## src/rtl/surf_result_packer.sv

```systemverilog
// Frame result packer: captures one surface and one plane result, then streams a 12-byte packet.
// Optional macro PACKER_CRC8_EN swaps the XOR check byte for a serial CRC-8 (poly 0x07).
module surf_result_packer #(
    parameter logic [7:0] SYNC0  = 8'hA5,
    parameter logic [7:0] SYNC1  = 8'h5A,
    parameter int         DATA_W = 32
) (
    input  logic              clk,
    input  logic              rst_n,
    input  logic              surf_valid,
    input  logic [DATA_W-1:0] surf_data,
    input  logic              plane_valid,
    input  logic [DATA_W-1:0] plane_data,
    output logic [7:0]        tx_data,
    output logic              tx_valid,
    output logic              tx_last,
    input  logic              tx_ready,
    output logic              overrun,
    output logic [7:0]        pkt_count
);

    typedef enum logic {ST_IDLE = 1'b0, ST_SEND = 1'b1} state_t;

    function automatic logic [7:0] xor_chk(input logic [7:0] seq, input logic [31:0] a,
                                           input logic [31:0] b);
        return seq ^ a[31:24] ^ a[23:16] ^ a[15:8] ^ a[7:0]
                   ^ b[31:24] ^ b[23:16] ^ b[15:8] ^ b[7:0];
    endfunction

`ifdef PACKER_CRC8_EN
    function automatic logic [7:0] crc8_byte(input logic [7:0] crc, input logic [7:0] din);
        logic [7:0] c;
        c = crc ^ din;
        for (int i = 0; i < 8; i++) begin
            if (c[7]) begin
                c = {c[6:0], 1'b0} ^ 8'h07;
            end else begin
                c = {c[6:0], 1'b0};
            end
        end
        return c;
    endfunction
`endif

    state_t              state_r, state_nxt_s;
    logic [3:0]          byte_idx_r;
    logic [79:0]         pkt_buf_r;
    logic [7:0]          chk_r, chk_upd_s;
    logic [7:0]          seq_r, pkt_count_r;
    logic [DATA_W-1:0]   surf_hold_r, plane_hold_r;
    logic                surf_pend_r, plane_pend_r, overrun_r;
    logic [7:0]          tx_data_r;
    logic                tx_valid_r, tx_last_r;
    logic                snap_s, adv_s, done_s, abort_s;

    // Check-byte update applied on each accepted payload byte
    always_comb begin
`ifdef PACKER_CRC8_EN
        chk_upd_s = crc8_byte(chk_r, tx_data_r);
`else
        chk_upd_s = chk_r;
`endif
    end

    // FSM state register
    always_ff @(posedge clk or negedge rst_n) begin
        if (!rst_n) begin
            state_r <= ST_IDLE;
        end else begin
            state_r <= state_nxt_s;
        end
    end

    // FSM next-state and datapath control strobes
    always_comb begin
        state_nxt_s = state_r;
        snap_s      = 1'b0;
        adv_s       = 1'b0;
        done_s      = 1'b0;
        abort_s     = 1'b0;
        case (state_r)
            ST_IDLE: begin
                if (surf_pend_r && plane_pend_r) begin
                    snap_s      = 1'b1;
                    state_nxt_s = ST_SEND;
                end else begin
                    state_nxt_s = ST_IDLE;
                end
            end
            ST_SEND: begin
                if (byte_idx_r > 4'd11) begin
                    abort_s     = 1'b1;
                    state_nxt_s = ST_IDLE;
                end else if (tx_valid_r && tx_ready) begin
                    if (byte_idx_r == 4'd11) begin
                        done_s      = 1'b1;
                        state_nxt_s = ST_IDLE;
                    end else begin
                        adv_s       = 1'b1;
                        state_nxt_s = ST_SEND;
                    end
                end else begin
                    state_nxt_s = ST_SEND;
                end
            end
            default: begin
                abort_s     = 1'b1;
                state_nxt_s = ST_IDLE;
            end
        endcase
    end

    // Result capture; a snapshot in the same cycle as a new strobe leaves the flag to the new capture
    always_ff @(posedge clk or negedge rst_n) begin
        if (!rst_n) begin
            surf_hold_r  <= {DATA_W{1'b0}};
            plane_hold_r <= {DATA_W{1'b0}};
            surf_pend_r  <= 1'b0;
            plane_pend_r <= 1'b0;
            overrun_r    <= 1'b0;
        end else begin
            if (surf_valid) begin
                surf_hold_r <= surf_data;
                surf_pend_r <= 1'b1;
            end else if (snap_s) begin
                surf_pend_r <= 1'b0;
            end else begin
                surf_pend_r <= surf_pend_r;
            end
            if (plane_valid) begin
                plane_hold_r <= plane_data;
                plane_pend_r <= 1'b1;
            end else if (snap_s) begin
                plane_pend_r <= 1'b0;
            end else begin
                plane_pend_r <= plane_pend_r;
            end
            if ((surf_valid && surf_pend_r && !snap_s) || (plane_valid && plane_pend_r && !snap_s)) begin
                overrun_r <= 1'b1;
            end else begin
                overrun_r <= overrun_r;
            end
        end
    end

    // Packet buffer, byte sequencing and registered stream outputs
    always_ff @(posedge clk or negedge rst_n) begin
        if (!rst_n) begin
            byte_idx_r  <= 4'd0;
            pkt_buf_r   <= 80'd0;
            chk_r       <= 8'd0;
            seq_r       <= 8'd0;
            pkt_count_r <= 8'd0;
            tx_data_r   <= 8'd0;
            tx_valid_r  <= 1'b0;
            tx_last_r   <= 1'b0;
        end else if (snap_s) begin
            byte_idx_r <= 4'd0;
            pkt_buf_r  <= {SYNC1, seq_r, surf_hold_r, plane_hold_r};
`ifdef PACKER_CRC8_EN
            chk_r      <= 8'd0;
`else
            chk_r      <= xor_chk(seq_r, surf_hold_r, plane_hold_r);
`endif
            tx_data_r  <= SYNC0;
            tx_valid_r <= 1'b1;
            tx_last_r  <= 1'b0;
        end else if (adv_s) begin
            byte_idx_r <= byte_idx_r + 4'd1;
            pkt_buf_r  <= {pkt_buf_r[71:0], 8'd0};
            // SYNC bytes (index 0 and 1) stay out of the check
            if (byte_idx_r >= 4'd2) begin
                chk_r <= chk_upd_s;
            end else begin
                chk_r <= chk_r;
            end
            if (byte_idx_r == 4'd10) begin
                tx_data_r <= chk_upd_s;
                tx_last_r <= 1'b1;
            end else begin
                tx_data_r <= pkt_buf_r[79:72];
                tx_last_r <= 1'b0;
            end
        end else if (done_s) begin
            tx_valid_r  <= 1'b0;
            tx_last_r   <= 1'b0;
            seq_r       <= seq_r + 8'd1;
            pkt_count_r <= pkt_count_r + 8'd1;
        end else if (abort_s) begin
            tx_valid_r <= 1'b0;
            tx_last_r  <= 1'b0;
            byte_idx_r <= 4'd0;
        end else begin
            tx_valid_r <= tx_valid_r;
        end
    end

    assign tx_data   = tx_data_r;
    assign tx_valid  = tx_valid_r;
    assign tx_last   = tx_last_r;
    assign overrun   = overrun_r;
    assign pkt_count = pkt_count_r;

endmodule

```

## config.mk

```make
export PLATFORM = sky130hd
export DESIGN_NAME = surf_result_packer
export DESIGN_NICKNAME = d
export VERILOG_FILES = /design/src/rtl/surf_result_packer.sv
export SDC_FILE = /design/constraint.sdc
export NUM_CORES = 1
export LEC_CHECK = 0
export BUFFER_PORTS_ARGS = -buffer_cell sky130_fd_sc_hd__buf_2
export CAP_MARGIN = 20
export CORE_ASPECT_RATIO = 1.25
export CORE_UTILIZATION = 48
export DETAILED_ROUTE_END_ITERATION = 8
export PLACE_DENSITY_LB_ADDON = 0.25
export SKIP_CTS_REPAIR_TIMING = 1
export SYNTH_ARGS = -nofsm -noshare
export SYNTH_HDL_FRONTEND = slang
export SYNTH_SLANG_ARGS = --single-unit
```

## constraint.sdc

```tcl
create_clock -name clk -period 4.9 [get_ports clk]
set_input_delay 0.735 -clock clk [delete_from_list [all_inputs] [get_ports clk]]
set_output_delay 0.735 -clock clk [all_outputs]
set_load 0.01 [all_outputs]
```

==> results_dict.tcl <==
set metrics [dict create \
    die_y_um 150 \
    status "completed" \
    die_w_um 121 \
    dp.cells 977 \
    cts-root-buf "clkbuf_16" \
    switching_power_mw 1.76 \
    gp_congestion 0.789 \
    p_int_mw 3.51 \
    finalSetupViolations 0 \
    netlist_top_cells_area "dfrtp_1, mux2_2, nand2_1" \
    dieArea_um2 18100 \
    antenna_cells 0 \
    row_count 53 \
    fin_crit_ns 2.36 \
    viasPerCell 5.39 \
    syn_inst 709 \
    vias 5449 \
    first_pass_iters 5 \
    required_ns 5.17 \
    post-route-util_pct 56.4 \
    pwr-share-clk_pct 27.8 \
    synthTopCellsByCount "dfrtp_1, nand2_1, mux2_2" \
    cp_max_fo 27 \
    worstSetupPathType "reg2reg" \
    pwr-share-seq_pct 44.2 \
    grt_pass1_vias 5658 \
    syn_area_um2 8440 \
    wirelength_mm 17.8 \
    ant_nets 0 \
    swShare_pct 33.4 \
    critPathCaptureType "register" \
    rsz0062_at_grt "no" \
    synth.distinct_cells 37 \
    ys_ff_latch 186 \
    clk_path_buf_depth 2 \
    worstPathCellList "ha_1 > o21ai_2 > nand3_1 > nand3_1 > o21ai_0" \
    slowest_delay_ns 0.77 \
    synth_flop_cell "dfrtp_1" \
    pre_cts_ws_ns 2.42 \
    hp-class "in2async" \
    design_area_um2 9610 \
    placed_cell_area_um2 8900 \
    critPathSlowestCell "nand3_1" \
    clock_sinks 186 \
    cpMostUsedCell "nand3_1" \
    synthToLayoutAreaGrowth_pct 13.8 \
    synth-warning-count 0 \
    ios 88 \
    final_cells 1011 \
    drive_gt1_share_pct 30.8 \
    grt_overflow 0 \
    track_usage_pct 21.1 \
    arrival_ns 2.63 \
    synth-edff-count 0 \
    clk_transition_reported_paths_ns 0.07 \
    setup_tns_ns 0 \
    skew_ns 0.0107 \
    worst_slack_ns 2.54 \
    pwr_density_cell_nw_per_um2 548 \
    hold_viol_final 0 \
    grt_max_degree 112 \
    final.period_utilization_pct 48.2 \
    yosysSeqAreaShare_pct 55.1 \
    synth_area_per_cell_um2 11.9 \
    drc 0 \
    combPwrFrac_pct 28.0 \
    cts_buffers 17 \
    insertion_delay_ns 0.44 \
    syn_nets 782 \
    tightestPinTransition_ns 1.06 \
    synth.most_common_cell "dfrtp_1" \
    startpoint_type "register" \
    grt_pass1_wl_mm 28.9 \
    dp_hpwl_mm 12.0 \
    ir_drop_v 0.000247 \
    port_buffers 87 \
    async_reset_ff_share_pct 100 \
    antenna_found_initial 0 \
    drv_slew 0 \
    synth_top_cell_by_area "dfrtp_1" \
    post_drt_wl_per_cell_um 17.6 \
    cap_violations 0 \
    htreeDepth 4 \
    leakagePower_nw 4.59 \
    start_util_pct 49.5 \
    drt_iter0_drc 354 \
    reg2regPathDepth 5 \
    post-synth-top-area-fraction_pct 55.1 \
    num-nets-final 852 \
    slew-limit-headroom_pct 29.3 \
    fmax_mhz 424 \
    coreArea_um2 17000 \
    cts_tree "done" \
]
[kinds of logic after synthesis]
kind of cell	after synthesis	synth area share (%)
AO/OA/AOI/OAI	96	10.5
XOR/XNOR	70	8.56
adder cells (fa/ha/maj)	4	0.593
buffers and inverters	48	3.90
flip-flops	186	55.1
multiplexers	74	9.75
AND/OR/NAND/NOR	231	11.5
[through the flow]
step / hold WS [ns] / power [mW]
after floorplan: 0.439 / 3.45
after CTS: 0.479 / 5.28
final: 0.190 / 5.27
after global routing: 0.199 / 5.58
after detailed placement: 0.463 / 3.80
after global placement: 0.453 / 3.73
[routing by layer]
layer	global-route usage (%)	share of wire (%)
met5	0	0
met1	25.5	42
met3	4.09	2.8
met2	37.1	53
met4	8.27	2.2
[critical path, delay by kind of cell, from the launching register on]
kind,cells,cell delay (ns)
AOI/OAI and AO/OA,2,0.37
adders and majority gates,1,0.28
DFF,1,0.42
and+or+nand+nor,2,1.13
[power groups by stage]
| stage | sequential, mW | clock [mW] | combinational, mW |
|---|---|---|---|
| final | 2.33 | 1.47 | 1.47 |
| after global routing | 2.38 | 1.56 | 1.65 |
| after CTS | 2.33 | 1.49 | 1.46 |
| after detailed placement | 2.35 | 0 | 1.45 |
| after global placement | 2.34 | 0 | 1.40 |
| after floorplan | 2.26 | 0 | 1.19 |
[cell usage in the layout (no fill, tap or decap), drive strengths merged, types with 2 or more instances in the layout]
cell type | Yosys | final
nor2 | 10 | 10
xnor2 | 44 | 44
buf | 40 | 94
a31oi | 2 | 2
nor3 | 9 | 9
a22oi | 64 | 64
mux2i | 8 | 8
ha | 4 | 4
xnor3 | 8 | 8
mux2 | 66 | 66
xor2 | 18 | 18
bufinv | 0 | 5
dfrtp | 186 | 186
nand2 | 173 | 173
inv | 5 | 6
and3 | 4 | 4
nand4 | 8 | 8
nand3 | 21 | 21
o21ai | 21 | 21
clkinv | 0 | 8
clkbuf | 3 | 17
a21oi | 6 | 6
[cell type report]
| type | instances | area [um^2] |
|---|---|---|
| tap | 220 | 275 |
| clock inverter | 14 | 203 |
| fill | 1417 | 7430 |
| inverter | 5 | 18.8 |
| clock buffer | 17 | 425 |
| multi-input combinational | 475 | 3480 |
| sequential | 186 | 4650 |
| timing repair buffer | 94 | 554 |
[worst paths after layout]
| path | startpoint | to | slack [ns] |
|---|---|---|---|
| max in group asynchronous | rst_n | pkt_buf_r[35] | 3.50 |
| setup / recovery | byte_idx_r[1] | tx_data[3] | 2.54 |
| setup reg to reg | byte_idx_r[1] | tx_data[3] | 2.54 |
| hold reg to reg | pkt_count[7] | pkt_count[7] | 0.47 |
| min in group clk | pkt_count[7] | pkt_count[7] | 0.47 |
| hold / removal | rst_n | surf_pend_r | 0.19 |
[registers in the layout, summed over array words and instances, names as in the netlist]
signal	cells
byte_idx_r	4
chk_r	8
overrun	1
pkt_buf_r	80
pkt_count	8
plane_hold_r	32
plane_pend_r	1
seq_r	8
state_r	1
surf_hold_r	32
surf_pend_r	1
tx_data	8
tx_last	1
tx_valid	1
(Power assumes the default switching activity.)
